$ cat config.mk
export PLATFORM = sky130hd
export DESIGN_NAME = running_mean_gen
export DESIGN_NICKNAME = d
export VERILOG_FILES = /design/src/rtl/rm_pkg.sv /design/src/rtl/rm_window_buf.sv /design/src/rtl/running_mean_gen.sv
export SDC_FILE = /design/constraint.sdc
export NUM_CORES = 1
export LEC_CHECK = 0
export CAP_MARGIN = 10
export CORE_ASPECT_RATIO = 2
export CORE_MARGIN = 5
export CORE_UTILIZATION = 59
export DETAILED_ROUTE_END_ITERATION = 12
export PLACE_DENSITY_LB_ADDON = 0.08
export SYNTH_ARGS = -nofsm -noshare
export SYNTH_HDL_FRONTEND = slang
export SYNTH_SLANG_ARGS = --single-unit
$ cat constraint.sdc
create_clock -name clk -period 8.4 [get_ports clk]
set_input_delay 0.84 -clock clk [delete_from_list [all_inputs] [get_ports clk]]
set_output_delay 0.84 -clock clk [all_outputs]
set_load 0.01 [all_outputs]
$ cat src/rtl/rm_pkg.sv
// rtl/rm_pkg.sv - shared defaults, accumulator width function and sample type for the running-mean path
package rm_pkg;

    localparam int DATA_W_DEF   = 32;
    localparam int WIN_LOG2_DEF = 4;

    // Summing 2^win_log2 samples grows the magnitude by at most win_log2 bits.
    function automatic int acc_w(input int data_w, input int win_log2);
        return data_w + win_log2;
    endfunction

    typedef logic signed [DATA_W_DEF-1:0] sample_t;

endpackage

$ cat src/rtl/rm_window_buf.sv
// rtl/rm_window_buf.sv - N x DATA_W circular sample buffer, combinational read of the oldest entry
module rm_window_buf
    import rm_pkg::*;
#(
    parameter int DATA_W   = DATA_W_DEF,
    parameter int WIN_LOG2 = WIN_LOG2_DEF
) (
    input  logic              clk,
    input  logic              rst,
    input  logic              wr_en,
    input  logic [DATA_W-1:0] wr_data,
    output logic [DATA_W-1:0] rd_data
);

    localparam int N = 1 << WIN_LOG2;

    logic [DATA_W-1:0]   mem [N];
    logic [WIN_LOG2-1:0] wptr;

    // The slot about to be overwritten holds the oldest sample in the window.
    assign rd_data = mem[wptr];

    always_ff @(posedge clk) begin
        if (rst) begin
            for (int i = 0; i < N; i++) begin
                mem[i] <= '0;
            end
            wptr <= '0;
        end else if (wr_en) begin
            mem[wptr] <= wr_data;
            wptr      <= wptr + WIN_LOG2'(1);
        end
    end

endmodule

$ cat src/rtl/running_mean_gen.sv
// rtl/running_mean_gen.sv - sliding-window mean of the samples preceding each input; option RUNNING_MEAN_PRIMED_GATE_EN
module running_mean_gen
    import rm_pkg::*;
#(
    parameter int DATA_W   = DATA_W_DEF,
    parameter int WIN_LOG2 = WIN_LOG2_DEF
) (
    input  logic                     clk,
    input  logic                     rst,
    input  logic                     in_valid,
    input  logic signed [DATA_W-1:0] in_data,
    output logic                     out_valid,
    output logic signed [DATA_W-1:0] out_sample,
    output logic signed [DATA_W-1:0] out_mean,
    output logic                     primed
);

    localparam int ACC_W = acc_w(DATA_W, WIN_LOG2);
    localparam logic [WIN_LOG2:0] FULL = {1'b1, {WIN_LOG2{1'b0}}};

    logic signed [ACC_W-1:0] acc;
    logic signed [ACC_W-1:0] acc_next;
    logic signed [ACC_W-1:0] in_ext;
    logic signed [ACC_W-1:0] old_ext;
    logic [DATA_W-1:0]       old_data;
    logic [WIN_LOG2:0]       fill;
    logic [WIN_LOG2:0]       fill_inc;
    logic                    primed_next;

    rm_window_buf #(
        .DATA_W   (DATA_W),
        .WIN_LOG2 (WIN_LOG2)
    ) u_window_buf (
        .clk     (clk),
        .rst     (rst),
        .wr_en   (in_valid),
        .wr_data (in_data),
        .rd_data (old_data)
    );

    always_comb begin
        in_ext      = ACC_W'(in_data);
        old_ext     = ACC_W'($signed(old_data));
        acc_next    = acc + in_ext - old_ext;
        fill_inc    = fill + (WIN_LOG2 + 1)'(1);
        primed_next = primed | (fill_inc >= FULL);
    end

    always_ff @(posedge clk) begin
        if (rst) begin
            acc        <= '0;
            fill       <= '0;
            out_valid  <= 1'b0;
            out_sample <= '0;
            out_mean   <= '0;
            primed     <= 1'b0;
        end else if (in_valid) begin
            out_sample <= in_data;
            // Mean uses the pre-update sum so the new sample never biases its own reference.
            out_mean   <= DATA_W'(acc >>> WIN_LOG2);
            acc        <= acc_next;
            fill       <= (fill == FULL) ? fill : fill_inc;
            primed     <= primed_next;
`ifdef RUNNING_MEAN_PRIMED_GATE_EN
            out_valid  <= primed_next;
`else
            out_valid  <= 1'b1;
`endif
        end else begin
            out_valid  <= 1'b0;
        end
    end

endmodule

==> key figures, run 1 <==
Critical path
  – Slowest-stage cell, CP: a2111oi_0
  – WP data arrival: between 6000 and 7000 ps
  – CP endpoint kind: flip-flop
  – R2R Setup Slk: about 2800 ps
  – CP most frequent cell: mux4_2
  – Data required time at the worst endpoint: slightly below 9000 ps
  – Type of the worst setup path: flip-flop to flip-flop
  – Largest stage delay on the critical path: approximately 890 ps
  – Critical path peak fanout: 42
  – CP cell instances: buf_4, mux4_2, mux4_2, fa_1, inv_1, ha_1, a21o_1, nor2_1, a21oi_1, a2111oi_0, o31a_1, o21bai_1, xnor2_1, o21ai_0
  – Startpoint Class: flip-flop
  – R2R depth: 14
  – CP endpoint: acc[23]
  – R2r endpoint: acc[23]

Global routing
  – Global-route wire length before repair: 121 mm
  – M2 GR Usage: 0.507
  – Global-route usage over all layers: 0.288
  – Global Route met1 Usage: 0.370
  – GRT Residual Overflow: 0
  – M3 GR Usage: 0.0353
  – Initial antenna violation count: 0
  – Largest net degree at the start of global routing: 131
  – Number of global-route vias before repair: 19300
  – Grt peak-use layer: met2

Yosys
  – Area contributors post-synth: edfxtp_1 51%, mux4_2 12%, and3_1 11%
  – Syn nets: roughly 2300
  – FFs w/ async S/R, synth: 0
  – Synth Instances: 2199
  – Ys Warns: 0
  – Sequential area share after synthesis: 0.585
  – Syn Area/Cell: 13.7 µm²
  – Register bit total from synthesis: around 630
  – Cell area after synthesis: slightly above 0.03 mm²
  – Top cell type's share of synthesized area: 0.509
  – Number of synthesized flops with an enable pin: 512
  – Synth Flop Type: edfxtp_1
  – Biggest area consumer among synthesized cells: edfxtp_1
  – Synth cell count leaders: 519 x and3_1, 512 x edfxtp_1, 190 x clkbuf_1
  – Cell with the most instances after synthesis: and3_1
  – Netlist cell types: between 70 and 80

Placed design
  – Port-buffer cells: 100
  – Routability cong.: approximately 0.9
  – Placed Area: 0.0316 mm²
  – HPWL reported at the end of detailed placement: about 45 mm

STA
  – Final period utilization: 0.671
  – Final TNS setup: 0 ps
  – Achievable Freq: roughly 180 MHz
  – Setup Skew: approximately 15 ps
  – Tightest Pin Transition: about 1200 ps
  – Setup-failing EPs final: 0
  – RSZ-0062 raised after global routing: no
  – Crit path time final: 5630 ps
  – Max transition margin: 0.182
  – Slew Limit Fails: 0
  – Endpoints failing hold: 0

Final layout
  – Share of cells above drive strength 1: 0.148
  – Final instance area: around 0.033 mm²
  – P&R area growth vs syn: 10.6%
  – NumNets Final: approximately 2300
  – Final core occ: 0.658
  – Fillers: about 3700
  – Ant diodes: 0

Floorplan
  – Die Span Y: about 330 µm
  – I/O pin cnt: between 100 and 150
  – Total core area: between 0.05 and 0.06 mm²
  – Num rows: roughly 120
  – Starting density of the core: 0.595
  – Die area: 0.0561 mm²
  – Width of the chip: about 170 µm

Clock network
  – Inserted Clock Buffers: 55
  – Post-CTS resize count: 0
  – Root Driver: clkbuf_16
  – Setup bufs post-CTS: 0
  – Cts hold-fix bufs: 0
  – Clock sinks: 627
  – Clock Tree Buf Depth: 3
  – Worst skew pair latency: 610 ps
  – H-tree levels: 2
  – CTS tree: built
  – Clk slew on worst S/H paths: 70 ps

Drt
  – First-pass iteration count of the detailed router: 5
  – Routed WL per cell: around 28 µm
  – Post-DRT Antenna Nets: 0
  – Starting DRT DRC Count: a little over 2000
  – Routed wire length: 79.9 mm
  – Vias per cell: approximately 6.5
  – Routed vias: 18800
  – Drt drc: 0

Pwr
  – Peak VDD IR: 0.201 mV
  – Static Leak: 0.0144 µW
  – Power density over cell area: 258 mW/mm²

Flow run
  – Max_cap viols: 0

Worst hold path
  – Min-delay src: primed
  – Worst hold path class: flip-flop to flip-flop

Run status
  – Status: completed
[per-layer routing]
| layer | vias up | wire (µm) | share of wire |
|---|---|---|---|
| met5 | - | 0 | 0 |
| met4 | 0 | 2730 | 0.034 |
| met3 | 166 | 5920 | 0.074 |
| met2 | 898 | 42100 | 0.53 |
| met1 | 9524 | 29200 | 0.37 |
| li1 | 8171 | - | - |
[cells in the final DEF, fill, tap and decap left out, types with 19 or more instances in the layout]
cell type and instances:
a21oi_1 33, dfxtp_1 111, fa_1 35, clkdlybuf4s50_1 98, buf_4 36, a21o_2 20
nor2_1 117, o21ai_0 19, xnor2_1 23, ha_1 39, mux2i_1 90, clkbuf_16 57
nand2_1 29, edfxtp_1 512, and3_1 518, mux4_2 160, inv_1 144
[kinds of logic (layout without fill, tap and decap cells)]
logic type               after synthesis  in the layout  synth area share
AND/OR/NAND/NOR                      715            715             0.137
flip-flops                           627            627             0.585
buffers and inverters                357            383            0.0459
multiplexers                         251            251             0.150
AO/OA/AOI/OAI                        135            135            0.0318
adder cells (fa/ha/maj)               78             78            0.0410
XOR/XNOR                              36             36            0.0104
[worst min-delay path by stage]
stage                   end  cells past startpoint
floorplan           acc[23]                      2
finish               primed                      2
CTS                  primed                      2
detailed placement   primed                      2
global placement     primed                      2
global route         primed                      2
[critical path: cells and delay by family, from the launching register on]
kind	cells	cell delay, ps
compound gates	6	1810
mux	2	900
fa+ha+maj	2	870
flops	1	790
buf+inv	2	690
simple gates	1	230
xor+xnor	1	140
[flip-flops by register name, summed over array words and instances (netlist names), named ones only]
register and cells:
out_sample 32, fill 5, acc 36, primed 1
out_mean 32, u_window_buf.mem 512, u_window_buf.wptr 4, out_valid 1
[power by group]
| part | internal (µW) | total, µW | switching, µW |
|---|---|---|---|
| Sequential | 3560 | 3690 | 129 |
| Combinational | 984 | 2330 | 1350 |
| Clock | 1480 | 2610 | 1120 |
| Total | 6020 | 8630 | 2600 |
[metrics by stage]
step / setup slack (ps) / hold WS, ps / instances / power, µW
2_1_floorplan: 3520 / 447 / 2199 / 5420
3_3_place_gp: 2840 / 447 / 2776 / 6010
3_5_place_dp: 2790 / 473 / 2776 / 6070
4_1_cts: 2780 / 489 / 2879 / 8660
5_1_grt: 2530 / 507 / 2879 / 9040
6_report: 2770 / 487 / 2879 / 8630
[area by class of cell]
| class | instances | area, µm² | share of cell area |
|---|---|---|---|
| Sequential cell | 627 | 17700 | 0.529 |
| Multi-Input combinational cell | 1215 | 11300 | 0.337 |
| Clock buffer | 79 | 1570 | 0.0469 |
| Timing Repair Buffer | 137 | 1300 | 0.0389 |
| Tap cell | 654 | 818 | 0.0245 |
| Inverter | 143 | 537 | 0.0161 |
| Clock inverter | 24 | 270 | 0.00808 |
Power figures use the tool's default switching activity.
==> run 2, diff against run 1 <==
==> constraint.sdc (replaced) <==
create_clock -name clk -period 5.3 [get_ports clk]
set_input_delay 0.53 -clock clk [delete_from_list [all_inputs] [get_ports clk]]
set_output_delay 0.53 -clock clk [all_outputs]
set_load 0.01 [all_outputs]
==> key figures, run 2 (synthesis gave the netlist of run 1 again) <==
Run status
  – Status: completed (unchanged)

Placed design
  – Port-buffer cells: 100 (unchanged)
  – HPWL reported at the end of detailed placement: 50.8 mm (was 44.8 mm)
  – Routability cong.: 0.907 (was 0.887)
  – Placed Area: 0.0320 mm² (was 0.0316 mm²)

Pwr
  – Design Power: 13800 µW (was 8630 µW)
  – Peak VDD IR: 0.362 mV (was 0.201 mV)
  – Static Leak: 0.0146 µW (was 0.0144 µW)
  – Power density over cell area: 407 mW/mm² (was 258 mW/mm²)

Drt
  – Met3 Wirelength: 6.63 mm (was 5.92 mm)
  – Met1 WL: 30.5 mm (was 29.2 mm)
  – Wire length on met2: 44.2 mm (was 42.1 mm)
  – First-pass iteration count of the detailed router: 5 (unchanged)
  – Post-DRT Antenna Nets: 0 (unchanged)
  – Routed WL per cell: 28.9 µm (was 27.8 µm)
  – Routed wire length: 84.4 mm (was 79.9 mm)
  – Top Layer Used: met4 (unchanged)
  – Starting DRT DRC Count: 2213 (was 2035)
  – Routed vias: 19300 (was 18800)
  – Vias per cell: 6.59 (was 6.52)
  – Drt drc: 0 (unchanged)

Global routing
  – Number of global-route vias before repair: 19900 (was 19300)
  – Global-route wire length before repair: 125 mm (was 121 mm)
  – GRT Residual Overflow: 0 (unchanged)
  – Global-route usage over all layers: 0.302 (was 0.288)
  – Largest net degree at the start of global routing: 105 (was 131)
  – Initial antenna violation count: 0 (unchanged)

Final layout
  – Fillers: 3647 (was 3674)
  – NumNets Final: 2336 (was 2292)
  – Final instance area: 0.0338 mm² (was 0.0334 mm²)
  – Most common cell after layout, fill and taps aside: and3_1 (unchanged)
  – Share of cells above drive strength 1: 0.167 (was 0.148)
  – Final core occ: 0.666 (was 0.658)
  – Top Registers: u_window_buf.mem (512), acc (36) (unchanged)
  – Max reg flops: 512 (unchanged)
  – P&R area growth vs syn: 11.8% (was 10.6%)
  – Most frequent cells in the layout: 518 x and3_1, 512 x edfxtp_1, 160 x mux4_2 (unchanged)
  – Ant diodes: 0 (unchanged)
  – Reg with most FFs: u_window_buf.mem (unchanged)

Clock network
  – Clk slew on worst S/H paths: 70 ps (about the same)
  – Setup bufs post-CTS: 0 (unchanged)
  – Post-CTS resize count: 0 (unchanged)
  – Worst skew pair latency: 610 ps (about the same)
  – Clock Tree Buf Depth: 3 (unchanged)
  – H-tree levels: 2 (unchanged)
  – Root Driver: clkbuf_16 (unchanged)
  – CTS tree: built (unchanged)
  – Inserted Clock Buffers: 54 (was 55)
  – Clock sinks: 627 (unchanged)
  – Cts hold-fix bufs: 0 (unchanged)

Critical path
  – Data required time at the worst endpoint: 5830 ps (was 8870 ps)
  – Critical path peak fanout: 28 (was 42)
  – Largest stage delay on the critical path: 610 ps (was 890 ps)
  – WP data arrival: 5660 ps (was 6100 ps)
  – Startpoint Class: flip-flop (unchanged)
  – Slowest-stage cell, CP: a2111oi_0 (unchanged)
  – Type of the worst setup path: flip-flop to flip-flop (unchanged)
  – CP cell instances: buf_12, mux4_2, mux4_2, fa_1, inv_1, ha_1, a21oi_1, nand2_1, o211ai_1, a21oi_1, a2111oi_0, buf_4, o31a_1, a22oi_1, xnor2_1, o21ai_0 (was buf_4, mux4_2, mux4_2, fa_1, inv_1, ha_1, a21o_1, nor2_1, a21oi_1, a2111oi_0, o31a_1, o21bai_1, xnor2_1, o21ai_0)
  – CP endpoint kind: flip-flop (unchanged)

STA
  – Setup Skew: 15.5 ps (was 15.4 ps)
  – Endpoints failing hold: 0 (unchanged)
  – RSZ-0062 raised after global routing: no (unchanged)
  – Final Hold Slack: 367 ps (was 487 ps)
  – Final period utilization: 0.968 (was 0.671)
  – Setup-failing EPs final: 0 (unchanged)
  – Max transition margin: 0.235 (was 0.182)
  – Achievable Freq: 195 MHz (was 178 MHz)
  – Slew Limit Fails: 0 (unchanged)
  – Final TNS setup: 0 ps (unchanged)
  – Tightest Pin Transition: 1150 ps (was 1230 ps)
  – Crit path time final: 5130 ps (was 5630 ps)

Floorplan
  – Die Span Y: 330 µm (unchanged)
  – Die area: 0.0561 mm² (unchanged)
  – Starting density of the core: 0.595 (unchanged)
  – I/O pin cnt: 101 (unchanged)
  – Total core area: 0.0508 mm² (unchanged)
  – Num rows: 117 (unchanged)
  – Width of the chip: 170 µm (unchanged)

Worst hold path
  – Worst hold path class: input port to flip-flop (was flip-flop to flip-flop)

Flow run
  – Max_cap viols: 0 (unchanged)
==> run 2: cell types whose count changed in the layout (fill, tap and decap cells not counted), moves of 2 or more <==
| cell | previous run | this run |
|---|---|---|
| clkbuf_1 | 16 | 10 |
| clkbuf_8 | 6 | 8 |
| clkinvlp_4 | 0 | 3 |
| buf_4 | 36 | 76 |
| buf_12 | 2 | 7 |
| clkbuf_16 | 57 | 55 |
==> run 2: critical path, delay by kind of cell, from the launching register on <==
kind,cells,cell delay [ps]
AND/OR/NAND/NOR,1,90
flip-flops,1,420
XOR/XNOR,1,130
adder cells (fa/ha/maj),2,820
AO/OA/AOI/OAI,7,1960
multiplexers,2,1050
buffers and inverters,3,540
==> run 2: path summary, 6_finish.rpt <==
path / from / to / slack [ps] / depth (start not counted)
worst max register to register: flip-flop / acc[27] / 170 / 16
worst min-delay path: in_valid / out_sample[29] / 370 / 3
worst min register to register: primed / primed / 490 / 2
worst max-delay path: flip-flop / acc[27] / 170 / 16
==> run 2: through the flow <==
stage / std cells / worst slack (ps)
3_5_place_dp: 2821 / 293
6_report: 2922 / 169
2_1_floorplan: 2199 / 419
5_1_grt: 2922 / 2.32
4_1_cts: 2922 / 271
3_3_place_gp: 2821 / 326
==> run 2: cell type report <==
type                    instances  area, µm²  area share
flip-flops and latches        627      17700       0.523
multi-input cells            1215      11300       0.333
repair buffers                182       1700      0.0504
clock buffers                  73       1520      0.0451
well taps                     654        818      0.0242
inverters                     143        537      0.0159
clock inverters                28        280     0.00829
==> run 2: report_power, final <==
part	switching (µW)	total, µW	internal, µW
Clock	1830	4100	2270
Sequential	208	5840	5640
Combinational	2200	3820	1620
==> run 2: layer usage <==
metal  global-route usage  up-vias
li1                     -     8245
met1                0.383     9832
met2                0.535      992
met3               0.0425      201
met4                0.102        0
met5                    0        -
